`src/rtl/ysyx_25040129_cache_pkg.sv`:
```
// Shared cache definitions: controller state encodings and AXI response/burst codes.
package ysyx_25040129_cache_pkg;

    typedef enum logic [1:0] {
        IDLE           = 2'd0,
        WAIT_IFU_READY = 2'd1,
        WAIT_OUT_READY = 2'd2,
        WAIT_OUT_REQ   = 2'd3
    } state_t;

    localparam logic [1:0] RESP_OKAY   = 2'b00;
    localparam logic [1:0] RESP_SLVERR = 2'b10;
    localparam logic [1:0] RESP_DECERR = 2'b11;

    localparam logic [1:0] BURST_FIXED = 2'b00;
    localparam logic [1:0] BURST_INCR  = 2'b01;
    localparam logic [1:0] BURST_WRAP  = 2'b10;

endpackage

```
`src/rtl/ysyx_25040129_icache_way.sv`:
```
// One cache way: per-set line data, tag and valid bit, with an asynchronous
// read port so a hit can be answered in the request cycle.
module ysyx_25040129_icache_way
    import ysyx_25040129_cache_pkg::*;
#(
    parameter int OFF_W = 2,
    parameter int IDX_W = 3,
    parameter int TAG_W = 25
) (
    input  logic             clk,
    input  logic             rst,
    input  logic             i_flush,
    input  logic [IDX_W-1:0] i_rd_idx,
    input  logic [OFF_W-1:0] i_rd_off,
    input  logic [TAG_W-1:0] i_rd_tag,
    output logic             o_hit,
    output logic             o_valid,
    output logic [31:0]      o_word,
    input  logic             i_wr_en,
    input  logic [IDX_W-1:0] i_wr_idx,
    input  logic [OFF_W-1:0] i_wr_off,
    input  logic [31:0]      i_wr_data,
    input  logic [TAG_W-1:0] i_wr_tag,
    input  logic             i_fill_set,
    input  logic             i_fill_clr
);
    localparam int SETS  = 1 << IDX_W;
    localparam int WORDS = 1 << OFF_W;

    logic [31:0]      r_data [SETS][WORDS];
    logic [TAG_W-1:0] r_tag  [SETS];
    logic [SETS-1:0]  r_valid;

    // Data and tags carry no reset; only the valid bits define cache contents.
    always_ff @(posedge clk) begin
        if (i_wr_en)
            r_data[i_wr_idx][i_wr_off] <= i_wr_data;
        if (i_fill_set)
            r_tag[i_wr_idx] <= i_wr_tag;
    end

    always_ff @(posedge clk) begin
        if (rst || i_flush)
            r_valid <= '0;
        else if (i_fill_set)
            r_valid[i_wr_idx] <= 1'b1;
        else if (i_fill_clr)
            r_valid[i_wr_idx] <= 1'b0;
    end

    assign o_valid = r_valid[i_rd_idx];
    assign o_hit   = r_valid[i_rd_idx] && (r_tag[i_rd_idx] == i_rd_tag);
    assign o_word  = r_data[i_rd_idx][i_rd_off];

endmodule

```
`src/rtl/ysyx_25040129_icache_assoc.sv`:
```
// Set-associative instruction cache: same-cycle hits, AXI INCR burst line refill,
// per-set round-robin replacement and fence.i invalidate-all.
module ysyx_25040129_icache_assoc
    import ysyx_25040129_cache_pkg::*;
#(
    parameter int BLOCK_SIZE_WORD_DIG = 2,
    parameter int SET_NUM_DIG         = 3,
    parameter int WAY_NUM_DIG         = 1
) (
    input  logic        clk,
    input  logic        rst,
    input  logic [31:0] ifu_araddr,
    input  logic        ifu_arvalid,
    output logic        ifu_arready,
    output logic [31:0] ifu_rdata,
    output logic [1:0]  ifu_rresp,
    output logic        ifu_rvalid,
    input  logic        ifu_rready,
    output logic [31:0] out_araddr,
    output logic        out_arvalid,
    input  logic        out_arready,
    output logic [7:0]  out_arlen,
    output logic [1:0]  out_arburst,
    input  logic [31:0] out_rdata,
    input  logic [1:0]  out_rresp,
    input  logic        out_rvalid,
    output logic        out_rready,
    input  logic        out_rlast,
    input  logic        fence_i
);
    localparam int BSD   = BLOCK_SIZE_WORD_DIG + 2;
    localparam int OFF_W = BLOCK_SIZE_WORD_DIG;
    localparam int TAG_W = 32 - BSD - SET_NUM_DIG;
    localparam int SETS  = 1 << SET_NUM_DIG;
    localparam int WAYS  = 1 << WAY_NUM_DIG;
    localparam int WAY_W = (WAY_NUM_DIG == 0) ? 1 : WAY_NUM_DIG;

    state_t                 r_state;
    logic [31:2]            r_addr;
    logic [WAY_W-1:0]       r_victim;
    logic [OFF_W-1:0]       r_beat_cnt;
    logic                   r_err;
    logic [1:0]             r_resp;
    logic [31:0]            r_rdata;
    logic                   r_flush_pending;
    logic [WAY_W-1:0]       r_ptr [SETS];

    logic [SET_NUM_DIG-1:0] w_in_idx, w_lt_idx;
    logic [OFF_W-1:0]       w_in_off, w_lt_off;
    logic [TAG_W-1:0]       w_in_tag, w_lt_tag;
    logic [WAYS-1:0]        w_hit_vec, w_valid_vec;
    logic [WAYS-1:0][31:0]  w_word_vec;
    logic [31:0]            w_hit_word;
    logic                   w_hit, w_req, w_flush_now, w_beat, w_beat_err;
    logic                   w_fill_done, w_fill_ok, w_found;
    logic [WAY_W-1:0]       w_victim_sel;
    logic                   w_unused;

    assign w_in_idx = ifu_araddr[BSD+SET_NUM_DIG-1:BSD];
    assign w_in_off = ifu_araddr[BSD-1:2];
    assign w_in_tag = ifu_araddr[31:BSD+SET_NUM_DIG];
    assign w_lt_idx = r_addr[BSD+SET_NUM_DIG-1:BSD];
    assign w_lt_off = r_addr[BSD-1:2];
    assign w_lt_tag = r_addr[31:BSD+SET_NUM_DIG];
    assign w_unused = &{1'b0, ifu_araddr[1:0]};

    assign w_flush_now = (r_state == IDLE) && (fence_i || r_flush_pending);
    assign w_beat      = (r_state == WAIT_OUT_REQ) && out_rvalid;
    assign w_beat_err  = out_rresp != RESP_OKAY;
    assign w_fill_done = w_beat && out_rlast;
    assign w_fill_ok   = !(r_err || w_beat_err);

    genvar g;
    for (g = 0; g < WAYS; g++) begin : g_way
        ysyx_25040129_icache_way #(
            .OFF_W (OFF_W),
            .IDX_W (SET_NUM_DIG),
            .TAG_W (TAG_W)
        ) u_way (
            .clk        (clk),
            .rst        (rst),
            .i_flush    (w_flush_now),
            .i_rd_idx   (w_in_idx),
            .i_rd_off   (w_in_off),
            .i_rd_tag   (w_in_tag),
            .o_hit      (w_hit_vec[g]),
            .o_valid    (w_valid_vec[g]),
            .o_word     (w_word_vec[g]),
            .i_wr_en    (w_beat && (r_victim == WAY_W'(g))),
            .i_wr_idx   (w_lt_idx),
            .i_wr_off   (r_beat_cnt),
            .i_wr_data  (out_rdata),
            .i_wr_tag   (w_lt_tag),
            .i_fill_set (w_fill_done && w_fill_ok && (r_victim == WAY_W'(g))),
            .i_fill_clr (w_fill_done && !w_fill_ok && (r_victim == WAY_W'(g)))
        );
    end

    assign w_hit = |w_hit_vec;

    always_comb begin
        w_hit_word = '0;
        for (int i = 0; i < WAYS; i++)
            if (w_hit_vec[i]) w_hit_word = w_hit_word | w_word_vec[i];
    end

    // Fill an empty way first; only fall back to round-robin when the set is full.
    always_comb begin
        w_victim_sel = r_ptr[w_in_idx];
        w_found      = 1'b0;
        for (int i = 0; i < WAYS; i++) begin
            if (!w_valid_vec[i] && !w_found) begin
                w_victim_sel = WAY_W'(i);
                w_found      = 1'b1;
            end
        end
    end

    assign ifu_arready = (r_state == IDLE) && !fence_i && !r_flush_pending;
    assign w_req       = ifu_arready && ifu_arvalid;
    assign ifu_rvalid  = (w_req && w_hit) || (r_state == WAIT_IFU_READY);
    assign ifu_rdata   = (r_state == IDLE) ? w_hit_word : r_rdata;
    assign ifu_rresp   = (r_state == IDLE) ? RESP_OKAY : r_resp;

    assign out_arvalid = r_state == WAIT_OUT_READY;
    assign out_araddr  = {r_addr[31:BSD], {BSD{1'b0}}};
    assign out_arlen   = 8'((1 << BLOCK_SIZE_WORD_DIG) - 1);
    assign out_arburst = BURST_INCR;
    assign out_rready  = r_state == WAIT_OUT_REQ;

    always_ff @(posedge clk) begin
        if (rst) begin
            r_state         <= IDLE;
            r_flush_pending <= 1'b0;
            r_err           <= 1'b0;
            r_resp          <= RESP_OKAY;
            r_beat_cnt      <= '0;
            for (int s = 0; s < SETS; s++) r_ptr[s] <= '0;
        end else begin
            if (fence_i && r_state != IDLE)
                r_flush_pending <= 1'b1;
            else if (w_flush_now)
                r_flush_pending <= 1'b0;

            case (r_state)
                IDLE: begin
                    if (w_req) begin
                        if (w_hit) begin
                            if (!ifu_rready) begin
                                r_rdata <= w_hit_word;
                                r_resp  <= RESP_OKAY;
                                r_state <= WAIT_IFU_READY;
                            end
                        end else begin
                            r_addr     <= ifu_araddr[31:2];
                            r_victim   <= w_victim_sel;
                            r_beat_cnt <= '0;
                            r_err      <= 1'b0;
                            r_resp     <= RESP_OKAY;
                            r_state    <= WAIT_OUT_READY;
                        end
                    end
                end
                WAIT_OUT_READY: begin
                    if (out_arready) r_state <= WAIT_OUT_REQ;
                end
                WAIT_OUT_REQ: begin
                    if (w_beat) begin
                        r_beat_cnt <= r_beat_cnt + 1'b1;
                        if (r_beat_cnt == w_lt_off) r_rdata <= out_rdata;
                        if (w_beat_err && !r_err) begin
                            r_err  <= 1'b1;
                            r_resp <= out_rresp;
                        end
                        if (out_rlast) begin
                            if (w_fill_ok && WAYS > 1)
                                r_ptr[w_lt_idx] <= r_ptr[w_lt_idx] + 1'b1;
                            r_state <= WAIT_IFU_READY;
                        end
                    end
                end
                WAIT_IFU_READY: begin
                    if (ifu_rready) r_state <= IDLE;
                end
                default: r_state <= IDLE;
            endcase
        end
    end

endmodule

```
`config.mk`:
```
export PLATFORM = sky130hd
export DESIGN_NAME = ysyx_25040129_icache_assoc
export DESIGN_NICKNAME = d
export VERILOG_FILES = /design/src/rtl/ysyx_25040129_cache_pkg.sv /design/src/rtl/ysyx_25040129_icache_way.sv /design/src/rtl/ysyx_25040129_icache_assoc.sv
export SDC_FILE = /design/constraint.sdc
export NUM_CORES = 2
export LEC_CHECK = 0
export CAP_MARGIN = 20
export CORE_MARGIN = 2
export CORE_UTILIZATION = 30
export DETAILED_ROUTE_END_ITERATION = 8
export DONT_BUFFER_PORTS = 1
export HOLD_SLACK_MARGIN = 0.12
export PLACE_DENSITY_LB_ADDON = 0.3
export SYNTH_ARGS = -nofsm -noshare
export SYNTH_HDL_FRONTEND = slang
export SYNTH_SLANG_ARGS = --single-unit
```
`constraint.sdc`:
```
create_clock -name clk -period 14.65 [get_ports clk]
set_input_delay 0.7325 -clock clk [delete_from_list [all_inputs] [get_ports clk]]
set_output_delay 0.7325 -clock clk [all_outputs]
set_load 0.02 [all_outputs]
```
==> results.md <==
- H-tree depth: 5
- Total grt overflow: 0
- Via count: 45663
- WP buf/inv: 5
- Crit share post-route: 0.4739
- Antenna-violating nets left: 0
- RSZ-0062 raised after global routing: false
- Mapped Cells: roughly 4300
- Area delta synth->final: 16.04%
- CTS tree: done
- # port buffers: 0
- Crit-path slowest cell: buf_16
- Core Area: roughly 0.33 sq mm
- Final wirelength: ~260000 microns
- Post-synthesis sequential area ratio: 0.7730
- Clk root buf: clkbuf_16
- FF/Latch Area: roughly 0.076 sq mm
- Hold Fails Final Rpt: 0
- Largest fanout on the critical path: around 140
- Worst setup SP type: primary input
- Yosys reg bits: 2546
- Die Y: approximately 580 microns
- FP Rows: 210
- Post-synth EDFFs: ~2500
- Setup_tns: 0 ns
- Multi-input logic area: 0.02161 sq mm
- Avg Cell Area, Syn: ~23 sq um
- Worst-Skew Late Latency: 0.85 ns
- First-pass DRT Iterations: 8
- CTS Buf Count: approximately 270
- Total GRT Usage: 0.1548
- Post-DP HPWL: 120000 microns
- Leakage: between 30 and 40 nW
- Initial core utilization: 0.3013
- FILL cells: about 30000
- Fin crit period: between 6 and 7 ns
- Crit. End Element: output pin
- Crit-path cells: buf_16 > buf_16 > buf_16 > buf_16 > buf_16 > mux4_2 > mux4_2 > mux2_2 > a22oi_1 > o21ai_0
- Slew HR: -0.1525
- Post-synth top flop: edfxtp_1
- Max Clk Rate: between 0.1 and 0.15 GHz
- Post-Place Cells: 8501
- Die width: a little under 600 microns
- Number of global-route vias before repair: 47128
- Worst Skew: between 0.06 and 0.07 ns
- Failing checks: slew limit
- Setup CP Type: primary input to output pin
- Total power: around 0.015 W
- Drt initial violations: ~5000
- Post-layout nets: around 4600
- Drt via density: 5.041
- CP dominant cell by count: buf_16
- Die area: ~0.33 sq mm
- Post-CTS sizing: 0
- CTS clk-pin slew, worst paths: around 0.06 ns
- Worst Hold Class: primary input to flop
- VDD IR max: around 0.085 mV
- Yosys top cell area share: 0.7675
- Ranking of synthesized cells by area: edfxtp_1 77%, mux4_2 16%, mux2_2 1.2%
- Worst-case clock buffer depth: 4
- Warnings from Yosys: 0
- Synth area leader: edfxtp_1
- Status: complete, but fails checks
- Final number of setup-violating endpoints: 0
- Wirelength per Cell: 28.96 microns
- Cell Pwr Density: between 100 and 150 mW/mm^2
- Critical Path Max Stage Delay: approximately 0.68 ns
- Top delay family on crit path: buffers and inverters
- Largest net degree at the start of global routing: around 570
- Final non-filler cell total: between 9000 and 10000
- Post-synth ARST share: 0
- Max-Cap Viols: 0
- Layout cell share with drive strength beyond 1: 0.2999
- Number of max-slew violations in the final report: ~210
- Critical Path RT: roughly 14 ns
- Commonest non-fill, non-tap cells in the layout: 2519 x edfxtp_1, 707 x mux4_2, 283 x clkbuf_16
- Slew @ Worst Pin: about 1.7 ns
- Commonest non-fill, non-tap cell in the layout: edfxtp_1
- Post-synth cell types: 57
- Post-synthesis cell area: between 0.09 and 0.1 sq mm
- Ports: 154
- CTS sink cnt: 2546
- First-pass GRT wire length: ~360000 microns
- Initial antenna violation count: 7
- GPL Wtd Cong: ~0.77
- DRC viols: 0
- Critical Path AT: 6.21 ns
[kinds of logic after synthesis]
family                     synth area share
AOI/OAI and AO/OA                   0.01616
muxes                                0.1764
and+or+nand+nor                     0.01798
adders and majority gates         0.0005078
DFF                                  0.7730
xor gates and xnor gates           0.001689
buffers and inverters               0.01419
other                            0.00007620
[synth_stat cells, types with 20 or more instances]
cell type and count:
mux2i_1 29, buf_2 74, clkbuf_1 134, nor2b_1 36, nand2_1 61, mux4_2 707
o21ai_0 41, a22oi_1 38, nor2_1 161, o21ai_1 31, o22ai_1 20, edfxtp_1 2519
mux2_2 103, dfxtp_1 27, a211oi_1 32, a21oi_1 50, buf_4 54
[through the flow]
step	hold WS [ns]	util	cell area, sq um	setup WS, ns
2_1_floorplan	0.4505	-	98600	8.486
3_3_place_gp	0.4589	0.3184	104200	7.821
3_5_place_dp	0.4646	0.3185	104200	7.838
4_1_cts	0.1221	0.3492	114200	7.828
5_1_grt	0.1472	0.3496	114400	7.262
6_report	0.1817	0.3496	114400	7.708
[state kept, by name, indices dropped and copies added (netlist names), named ones only]
signal              flops
r_flush_pending         1
r_resp                  2
g_way.u_way.r_data   2048
r_victim                1
r_ptr                   8
r_state                 2
r_beat_cnt              2
g_way.u_way.r_tag     400
r_addr                 30
r_rdata                32
r_err                   1
[path summary, 6_finish.rpt]
check                                                           from                     to  slack, ns  cells past startpoint
worst max-delay path                                   ifu_araddr[4]           ifu_rdata[0]       7.71                     10
worst min-delay path                                             rst                   flop       0.18                      2
worst max register to register  g_way[0].u_way.r_tag[5][9]$_DFFE_PP_  r_rdata[15]$_DFFE_PP_      10.35                     10
worst min register to register                                  flop                   flop       0.48                      2
[where the power goes]
part	internal (W)	leakage, nW	switching (W)
Combinational	0.000288	7.57	0.000351
Sequential	0.00799	22.9	0.0000161
Clock	0.00402	4.26	0.00278
[layer usage]
layer,GRT usage,routed length (microns),up-vias
li1,-,-,18679
met1,0.2084,109500,25190
met2,0.2602,130400,1430
met3,0.02179,14880,364
met4,0.04665,7573,0
met5,0,0,-
[layout make-up]
class / instances / share of cell area
well taps: 4346 / 0.04755
flip-flops and latches: 2546 / 0.6662
diodes: 4 / 0.00008752
clock buffers: 333 / 0.06400
inverters: 14 / 0.0004595
multi-input cells: 1493 / 0.1889
clock inverters: 135 / 0.01194
repair buffers: 188 / 0.02090
[worst reg2reg max path: cells and delay by family, from the launching register on]
kind	cells	cell delay, ns
DFF	1	0.35
and+or+nand+nor	3	1.16
buffers and inverters	2	1.01
muxes	2	0.68
xor gates and xnor gates	1	0.18
AOI/OAI and AO/OA	2	0.49
[repair_timing]
action,CTS,global route
buffers inserted,0,0
setup endpoints to repair,0,0
endpoints found under the hold margin,2106,2
hold buffers,79,1
No activity file was read; power rests on OpenSTA's default activity.
